`src/rtl/ysyx_bus_pkg.sv`:
```
// Shared types and AXI constants for the IFU/LSU request scheduler.
package ysyx_bus_pkg;

    typedef enum logic [2:0] {
        ST_IDLE = 3'd0,
        ST_AR   = 3'd1,
        ST_R    = 3'd2,
        ST_AW   = 3'd3,
        ST_B    = 3'd4
    } state_t;

    typedef enum logic {
        OWN_IFU = 1'b0,
        OWN_LSU = 1'b1
    } owner_t;

    localparam logic [1:0] BURST_INCR = 2'b01;
    localparam logic [1:0] RESP_OKAY  = 2'b00;
    localparam logic [3:0] ID_IFU     = 4'd0;
    localparam logic [3:0] ID_LSU     = 4'd1;
    localparam logic [2:0] SIZE_BYTE  = 3'd0;
    localparam logic [2:0] SIZE_HALF  = 3'd1;
    localparam logic [2:0] SIZE_WORD  = 3'd2;

endpackage

```
`src/rtl/ysyx_axi_lane.sv`:
```
// Combinational 32<->64 bit lane steering between a requester and the AXI data bus.
module ysyx_axi_lane
    import ysyx_bus_pkg::*;
(
    input  logic [2:0]  addr_lo,
    input  logic [63:0] rdata_wide,
    output logic [31:0] rdata,
    input  logic [31:0] wdata,
    input  logic [3:0]  wstrb,
    output logic [63:0] wdata_wide,
    output logic [7:0]  wstrb_wide,
    output logic [2:0]  awsize
);

    logic [3:0] strb_shift_s;

    // Lane select for reads, replication and strobe placement for writes
    always_comb begin
        rdata        = addr_lo[2] ? rdata_wide[63:32] : rdata_wide[31:0];
        wdata_wide   = {wdata, wdata};
        strb_shift_s = wstrb << addr_lo[1:0];
        wstrb_wide   = addr_lo[2] ? {strb_shift_s, 4'b0000} : {4'b0000, strb_shift_s};
        case (wstrb)
            4'h1:    awsize = SIZE_BYTE;
            4'h3:    awsize = SIZE_HALF;
            4'hF:    awsize = SIZE_WORD;
            default: awsize = SIZE_WORD;
        endcase
    end

endmodule

```
`src/rtl/ysyx_axi_req_sched_chk.sv`:
```
// Simulation checks on the slave side: responses only arrive while the scheduler waits for them.
module ysyx_axi_req_sched_chk (
    input logic clk,
    input logic rst,
    input logic r_phase,
    input logic b_phase,
    input logic m_rvalid,
    input logic m_bvalid
);

    a_rvalid_in_r : assert property (@(posedge clk) disable iff (rst) m_rvalid |-> r_phase);
    a_bvalid_in_b : assert property (@(posedge clk) disable iff (rst) m_bvalid |-> b_phase);

endmodule

```
`src/rtl/ysyx_axi_req_sched.sv`:
```
// Serialises IFU fetches, LSU loads and LSU stores onto one 64-bit AXI4 master port,
// one transaction at a time, store > load > fetch with a starvation guard for the IFU.
module ysyx_axi_req_sched
    import ysyx_bus_pkg::*;
#(
    parameter int ADDR_W     = 32,
    parameter int DATA_W     = 32,
    parameter int STARVE_MAX = 4
) (
    input  logic              clk,
    input  logic              rst,
    input  logic [ADDR_W-1:0] ifu_araddr,
    input  logic              ifu_arvalid,
    output logic              ifu_arready_o,
    output logic [DATA_W-1:0] ifu_rdata_o,
    output logic              ifu_rvalid_o,
    output logic              ifu_rerr_o,
    input  logic [ADDR_W-1:0] lsu_araddr,
    input  logic [2:0]        lsu_arsize,
    input  logic              lsu_arvalid,
    output logic              lsu_arready_o,
    output logic [DATA_W-1:0] lsu_rdata_o,
    output logic              lsu_rvalid_o,
    output logic              lsu_rerr_o,
    input  logic [ADDR_W-1:0] lsu_awaddr,
    input  logic [DATA_W-1:0] lsu_wdata,
    input  logic [3:0]        lsu_wstrb,
    input  logic              lsu_awvalid,
    output logic              lsu_awready_o,
    output logic              lsu_bvalid_o,
    output logic              lsu_berr_o,
    output logic [ADDR_W-1:0] m_araddr,
    output logic [2:0]        m_arsize,
    output logic [3:0]        m_arid,
    output logic [7:0]        m_arlen,
    output logic [1:0]        m_arburst,
    output logic              m_arvalid,
    input  logic              m_arready,
    input  logic [63:0]       m_rdata,
    input  logic [1:0]        m_rresp,
    input  logic              m_rlast,
    input  logic              m_rvalid,
    output logic              m_rready,
    output logic [ADDR_W-1:0] m_awaddr,
    output logic [2:0]        m_awsize,
    output logic [3:0]        m_awid,
    output logic [7:0]        m_awlen,
    output logic [1:0]        m_awburst,
    output logic              m_awvalid,
    input  logic              m_awready,
    output logic [63:0]       m_wdata,
    output logic [7:0]        m_wstrb,
    output logic              m_wlast,
    output logic              m_wvalid,
    input  logic              m_wready,
    input  logic [1:0]        m_bresp,
    input  logic              m_bvalid,
    output logic              m_bready
);

    localparam int STARVE_W = $clog2(STARVE_MAX + 1);
    localparam logic [STARVE_W-1:0] STARVE_LIM = STARVE_W'(STARVE_MAX);

    state_t              state_r, state_next_s;
    owner_t              owner_r;
    logic [ADDR_W-1:0]   addr_r;
    logic [2:0]          size_r;
    logic [DATA_W-1:0]   wdata_r;
    logic [3:0]          wstrb_r;
    logic [STARVE_W-1:0] starve_r;
    logic                aw_done_r, w_done_r;
    logic                grant_ifu_s, grant_load_s, grant_store_s;
    logic                aw_hs_s, w_hs_s, r_done_s, b_done_s;
    logic [31:0]         lane_rdata_s;
    logic [63:0]         lane_wdata_s;
    logic [7:0]          lane_wstrb_s;
    logic [2:0]          lane_awsize_s;

    ysyx_axi_lane u_lane (
        .addr_lo    (addr_r[2:0]),
        .rdata_wide (m_rdata),
        .rdata      (lane_rdata_s),
        .wdata      (wdata_r),
        .wstrb      (wstrb_r),
        .wdata_wide (lane_wdata_s),
        .wstrb_wide (lane_wstrb_s),
        .awsize     (lane_awsize_s)
    );

    ysyx_axi_req_sched_chk u_chk (
        .clk      (clk),
        .rst      (rst),
        .r_phase  (state_r == ST_R),
        .b_phase  (state_r == ST_B),
        .m_rvalid (m_rvalid),
        .m_bvalid (m_bvalid)
    );

    assign aw_hs_s  = m_awvalid & m_awready;
    assign w_hs_s   = m_wvalid & m_wready;
    assign r_done_s = m_rready & m_rvalid & m_rlast;
    assign b_done_s = m_bready & m_bvalid;

    // Arbitration in IDLE; a starved IFU overrides the fixed priority
    always_comb begin
        grant_ifu_s   = 1'b0;
        grant_load_s  = 1'b0;
        grant_store_s = 1'b0;
        if (state_r == ST_IDLE && !rst) begin
            if (starve_r == STARVE_LIM && ifu_arvalid) grant_ifu_s = 1'b1;
            else if (lsu_awvalid) grant_store_s = 1'b1;
            else if (lsu_arvalid) grant_load_s = 1'b1;
            else if (ifu_arvalid) grant_ifu_s = 1'b1;
            else grant_ifu_s = 1'b0;
        end else begin
            grant_ifu_s = 1'b0;
        end
    end

    // State register
    always_ff @(posedge clk) begin
        if (rst) state_r <= ST_IDLE;
        else     state_r <= state_next_s;
    end

    // Next-state logic
    always_comb begin
        state_next_s = state_r;
        case (state_r)
            ST_IDLE: begin
                if (grant_store_s) state_next_s = ST_AW;
                else if (grant_load_s || grant_ifu_s) state_next_s = ST_AR;
                else state_next_s = ST_IDLE;
            end
            ST_AR:   state_next_s = m_arready ? ST_R : ST_AR;
            ST_R:    state_next_s = (m_rvalid && m_rlast) ? ST_IDLE : ST_R;
            ST_AW:   state_next_s = ((aw_done_r || aw_hs_s) && (w_done_r || w_hs_s)) ? ST_B : ST_AW;
            ST_B:    state_next_s = m_bvalid ? ST_IDLE : ST_B;
            default: state_next_s = ST_IDLE;
        endcase
    end

    // AXI channel outputs decoded from the state and latched request
    always_comb begin
        ifu_arready_o = grant_ifu_s;
        lsu_arready_o = grant_load_s;
        lsu_awready_o = grant_store_s;
        m_arvalid     = !rst && (state_r == ST_AR);
        m_araddr      = addr_r;
        m_arsize      = (owner_r == OWN_IFU) ? SIZE_WORD : size_r;
        m_arid        = (owner_r == OWN_IFU) ? ID_IFU : ID_LSU;
        m_arlen       = 8'd0;
        m_arburst     = BURST_INCR;
        m_rready      = !rst && (state_r == ST_R);
        m_awvalid     = !rst && (state_r == ST_AW) && !aw_done_r;
        m_awaddr      = addr_r;
        m_awsize      = lane_awsize_s;
        m_awid        = ID_LSU;
        m_awlen       = 8'd0;
        m_awburst     = BURST_INCR;
        m_wvalid      = !rst && (state_r == ST_AW) && !w_done_r;
        m_wlast       = m_wvalid;
        m_wdata       = lane_wdata_s;
        m_wstrb       = lane_wstrb_s;
        m_bready      = !rst && (state_r == ST_B);
    end

    // Request latch, starvation counter and write-handshake tracking
    always_ff @(posedge clk) begin
        if (rst) begin
            owner_r   <= OWN_IFU;
            addr_r    <= {ADDR_W{1'b0}};
            size_r    <= 3'd0;
            wdata_r   <= {DATA_W{1'b0}};
            wstrb_r   <= 4'd0;
            starve_r  <= {STARVE_W{1'b0}};
            aw_done_r <= 1'b0;
            w_done_r  <= 1'b0;
        end else begin
            if (grant_ifu_s || grant_load_s || grant_store_s) begin
                owner_r <= grant_ifu_s ? OWN_IFU : OWN_LSU;
                addr_r  <= grant_store_s ? lsu_awaddr : (grant_load_s ? lsu_araddr : ifu_araddr);
                size_r  <= grant_load_s ? lsu_arsize : SIZE_WORD;
                wdata_r <= lsu_wdata;
                wstrb_r <= lsu_wstrb;
            end
            if (state_r == ST_IDLE) begin
                if (grant_ifu_s || !ifu_arvalid) starve_r <= {STARVE_W{1'b0}};
                else if ((grant_load_s || grant_store_s) && starve_r != STARVE_LIM)
                    starve_r <= starve_r + 1'b1;
            end
            if (state_r == ST_AW) begin
                if (aw_hs_s) aw_done_r <= 1'b1;
                if (w_hs_s)  w_done_r  <= 1'b1;
            end else begin
                aw_done_r <= 1'b0;
                w_done_r  <= 1'b0;
            end
        end
    end

    // Registered completion pulses and response data back to the requesters
    always_ff @(posedge clk) begin
        if (rst) begin
            ifu_rvalid_o <= 1'b0;
            ifu_rdata_o  <= {DATA_W{1'b0}};
            ifu_rerr_o   <= 1'b0;
            lsu_rvalid_o <= 1'b0;
            lsu_rdata_o  <= {DATA_W{1'b0}};
            lsu_rerr_o   <= 1'b0;
            lsu_bvalid_o <= 1'b0;
            lsu_berr_o   <= 1'b0;
        end else begin
            ifu_rvalid_o <= r_done_s && (owner_r == OWN_IFU);
            lsu_rvalid_o <= r_done_s && (owner_r == OWN_LSU);
            lsu_bvalid_o <= b_done_s;
            if (r_done_s && owner_r == OWN_IFU) begin
                ifu_rdata_o <= lane_rdata_s;
                ifu_rerr_o  <= (m_rresp != RESP_OKAY);
            end
            if (r_done_s && owner_r == OWN_LSU) begin
                lsu_rdata_o <= lane_rdata_s;
                lsu_rerr_o  <= (m_rresp != RESP_OKAY);
            end
            if (b_done_s) lsu_berr_o <= (m_bresp != RESP_OKAY);
        end
    end

endmodule
```
`config.mk`:
```
export PLATFORM = sky130hd
export DESIGN_NAME = ysyx_axi_req_sched
export DESIGN_NICKNAME = d
export VERILOG_FILES = /design/src/rtl/ysyx_bus_pkg.sv /design/src/rtl/ysyx_axi_lane.sv /design/src/rtl/ysyx_axi_req_sched_chk.sv /design/src/rtl/ysyx_axi_req_sched.sv
export SDC_FILE = /design/constraint.sdc
export NUM_CORES = 1
export LEC_CHECK = 0
export BUFFER_PORTS_ARGS = -buffer_cell sky130_fd_sc_hd__buf_4
export CORE_AREA = 2 2 180 182
export DETAILED_ROUTE_END_ITERATION = 10
export DIE_AREA = 0 0 182 184
export PLACE_DENSITY_LB_ADDON = 0.1
export SYNTH_ARGS = -nofsm -noshare
export SYNTH_HDL_FRONTEND = slang
export SYNTH_SLANG_ARGS = --single-unit
```
`constraint.sdc`:
```
create_clock -name clk -period 2.2 [get_ports clk]
set_clock_uncertainty 0.2 [all_clocks]
set_input_delay 0 -clock clk [delete_from_list [all_inputs] [get_ports clk]]
set_output_delay 0 -clock clk [all_outputs]
set_load 0.01 [all_outputs]
```
==> summary.md <==
| Metric | Value |
|---|---|
| Status | completed |
| Internal | 5822 µW |
| Leading area contributor after synthesis | dfxtp_1 |
| DR WL/cell | 16.67 µm |
| WL final | 29480 µm |
| CP Cell Sequence | buf_12 > buf_4 > mux2i_1 > dlygate4sd3_1 > a211oi_1 |
| Clock insertion delay at the later pin of the skew report | 0.42 ns |
| First-pass GRT wire length | 42970 µm |
| DIE WIDTH | 182 µm |
| Slew at the pin with the worst max-slew slack | 0.8005 ns |
| Initial antenna violation count | 0 |
| N_diodes | 0 |
| Post-synthesis area per instance | 8.698 µm² |
| R2r setup slk | 0.14 ns |
| Critical path class | flip-flop to flip-flop |
| CTS H-tree depth | 4 |
| Metal3 WL | 2077 µm |
| Final ANT Viol Nets | 0 |
| IO buf count | 434 |
| Die H | 184 µm |
| Netlist cell types | 46 |
| Slew Limit Fails | 0 |
| WP buf/inv | 3 |
| Placement Rows | 65 |
| Max stage delay cell, worst path | dlygate4sd3_1 |
| CP peak stage delay | 0.60 ns |
| P_leak | 0.005536 µW |
| Detail Placement HPWL | 20490 µm |
| Hold wc startpoint | m_wready |
| Worst rel slew slack | 46.63% |
| Clock power frac | 37.7% |
| Iter 0 DRT Violations | 206 |
| Min-Delay Path Depth | 4 |
| Sequential share of power | 36.7% |
| CP top delay family | buffers and inverters |
| EDFF count, synth | 0 |
| Remaining Overflow, GRT | 0 |
| Seq cells post-synth | 150 |
| Starting density of the core | 21.83% |
| RR Endpoint | ifu_rdata_o[14] |
| CP arrival | 2.13 ns |
| Vias per cell | 4.331 |
| Routability congestion estimate | 0.7414 |
| Post-synth top area share | 43.81% |
| Mapped Cells | 788 |
| Sw Ratio | 29.89% |
| CP Max Fanout | 33 |
| Worst-path clk slew | 0.07 ns |
| Routed via count | 7662 |
| I/O pins | 463 |
| Layout cells sized above 1 | 37.16% |
| First-pass DRT Iterations | 4 |
| Hold path endpoint | w_done_r |
| Crit path required time | 2.27 ns |
| Most used DFF post-synth | dfxtp_1 |
| CP endpoint kind | flip-flop |
| Clock tree sinks | 150 |
| RR Startpoint | m_araddr[2] |
| Final period util | 93.72% |
| Worst r2r path cells | 5 |
| Synth warn | 0 |
| Core ar. | 31390 µm² |
| Via count of the first global-routing pass | 7675 |
| Placed insts | 1517 |
| Num CTS Buffers | 17 |
| Non-Filler Instances | 1769 |
| Post-Syn Area | 6854 µm² |
| Cell count along the critical path | 5 |
| Final Critical Period | 2.062 ns |
| Asr flop ratio synth | 0% |
| Comb pwr share | 25.6% |
| Setup TNS | 0 ns |
| Wl on met1 | 12040 µm |
| P&R area growth vs syn | 87.22% |
| Met2 wire length | 14830 µm |
| Total power per unit cell area | 647.1 nW/µm² |
| Psw | 2482 µW |
| Final hold vios | 0 |
| Synth top area cells | dfxtp_1 (44%), buf_4 (11%), a211oi_1 (7.4%) |
| Clock buffer depth | 2 |
| Max Used Layer | met4 |
| Worst hold path type | input port to flip-flop |
| GRT Overall Usage | 16.37% |
| RSZ-0062 raised after global routing | yes |
| F_max | 485.0 MHz |
| Nets | 1570 |
| Final Setup Violations | 0 |
| Clock Root Buffer | clkbuf_16 |
| DIE AREA | 33490 µm² |
| Residual DRC | 0 |
| VDD IR max | 473.1 µV |
| Seq/Total Area, Yosys | 43.81% |
| TritonCTS clock tree | done |
| Largest net degree at the start of global routing | 72 |
| CP Launch Type | flip-flop |
| Maxcap violations | 0 |
-- cells by family (layout without fill, tap and decap cells) --
kind of cell | after synthesis | after routing | synth area share, %
flip-flops | 150 | 150 | 43.81
multiplexers | 35 | 35 | 5.130
other | 2 | 28 | 0.1096
buffers and inverters | 161 | 714 | 14.70
adder cells (fa/ha/maj) | 2 | 2 | 0.3650
AO/OA/AOI/OAI | 218 | 218 | 21.38
AND/OR/NAND/NOR | 220 | 220 | 14.51
-- flip-flops by register name, summed over array words and instances, names as in the netlist, 3 cells and up --
register     count
ifu_rdata_o     32
lsu_rdata_o     32
m_araddr        32
size_r           3
starve_r         3
state_r          3
wdata_r         32
wstrb_r          4
-- routing by layer --
metal,vias to the layer above,track usage [%]
li1,3787,-
met1,3571,18.98
met2,279,29.37
met3,25,4.457
met4,0,4.935
met5,-,0
-- worst max path at each step --
| stage | start | to | slack, ns |
|---|---|---|---|
| 2_1_floorplan | state_r[2] | lsu_rdata_o[10] | 0.27 |
| 3_3_place_gp | state_r[1] | ifu_rdata_o[16] | 0.16 |
| 3_5_place_dp | state_r[1] | wdata_r[5] | 0.19 |
| 4_1_cts | rst | m_wlast | 0.08 |
| 5_1_grt | rst | m_wlast | 0.002 |
| 6_report | m_araddr[2] | ifu_rdata_o[14] | 0.14 |
-- what timing repair did --
action	in CTS	in global routing
endpoints found under the hold margin	150	0
setup endpoints to repair	0	7
hold buffers	217	0
resized for setup	0	3
setup buffers	0	1
-- final cells by class --
cell class / instances / area, µm²
fill: 3153 / 18560
sequential: 150 / 3004
multi-input combinational: 503 / 2957
tap: 402 / 503.0
clock inverter: 15 / 178.9
timing repair buffer: 680 / 5757
inverter: 2 / 7.507
clock buffer: 17 / 425.4
-- worst min-delay path, stage by stage --
cell and delay (ns):
dlygate4sd3_1 0.52, buf_4 0.11, nor2_1 0.03, nor2_1 0.07
-- stage by stage --
| step | hold WS (ns) | instance area, µm² | power, µW | utilization, % | setup slack (ns) |
|---|---|---|---|---|---|
| CTS | 0.1264 | 12780 | 8437 | 40.70 | 0.08067 |
| finish | 0.1549 | 12830 | 8304 | 40.88 | 0.1382 |
| floorplan | -0.08579 | 6952 | 4033 | - | 0.2734 |
| global route | 0.1592 | 12830 | 8706 | 40.88 | 0.001806 |
| global placement | 0.01541 | 10000 | 4869 | 31.85 | 0.1645 |
| detailed placement | 0.03796 | 10000 | 4872 | 31.85 | 0.1944 |
-- synth_stat cells, drive strengths merged, types with 3 or more instances --
master and number:
o22ai 31, buf 124, nor2b 7, clkbuf 35, o2bb2ai 30, o21ai 32
nor2 91, a21oi 41, a211oi 69, nor3 6, nand2b 3, a31oi 4
nor3b 4, nand2 84, and2 5, nand3 4, mux2i 34, nand3b 4
dfxtp 150, nor4b 3
-- power groups by stage --
stage | sequential (µW) | clock (µW) | combinational (µW)
after floorplan | 3130 | 0 | 907
after global placement | 3110 | 0 | 1760
after detailed placement | 3110 | 0 | 1770
after CTS | 3050 | 3240 | 2150
after global routing | 3070 | 3340 | 2300
final | 3050 | 3130 | 2130
-- layout by cell type, fill, tap and decap left out, types with 3 or more instances in the layout --
cell,count
nand3b_1,4
mux2i_1,34
buf_4,454
nand3_1,4
o21ai_1,23
nand2_1,84
o22ai_1,31
nor3b_1,3
inv_6,7
conb_1,28
o21ai_0,9
o2bb2ai_1,30
nor2b_1,7
a31oi_1,4
buf_12,5
a211oi_1,68
clkbuf_16,19
dlygate4sd3_1,217
a21oi_1,41
dfxtp_1,149
inv_8,4
nor3_1,5
nor2_1,88
and2_1,5
No activity file was read; power rests on OpenSTA's default activity.
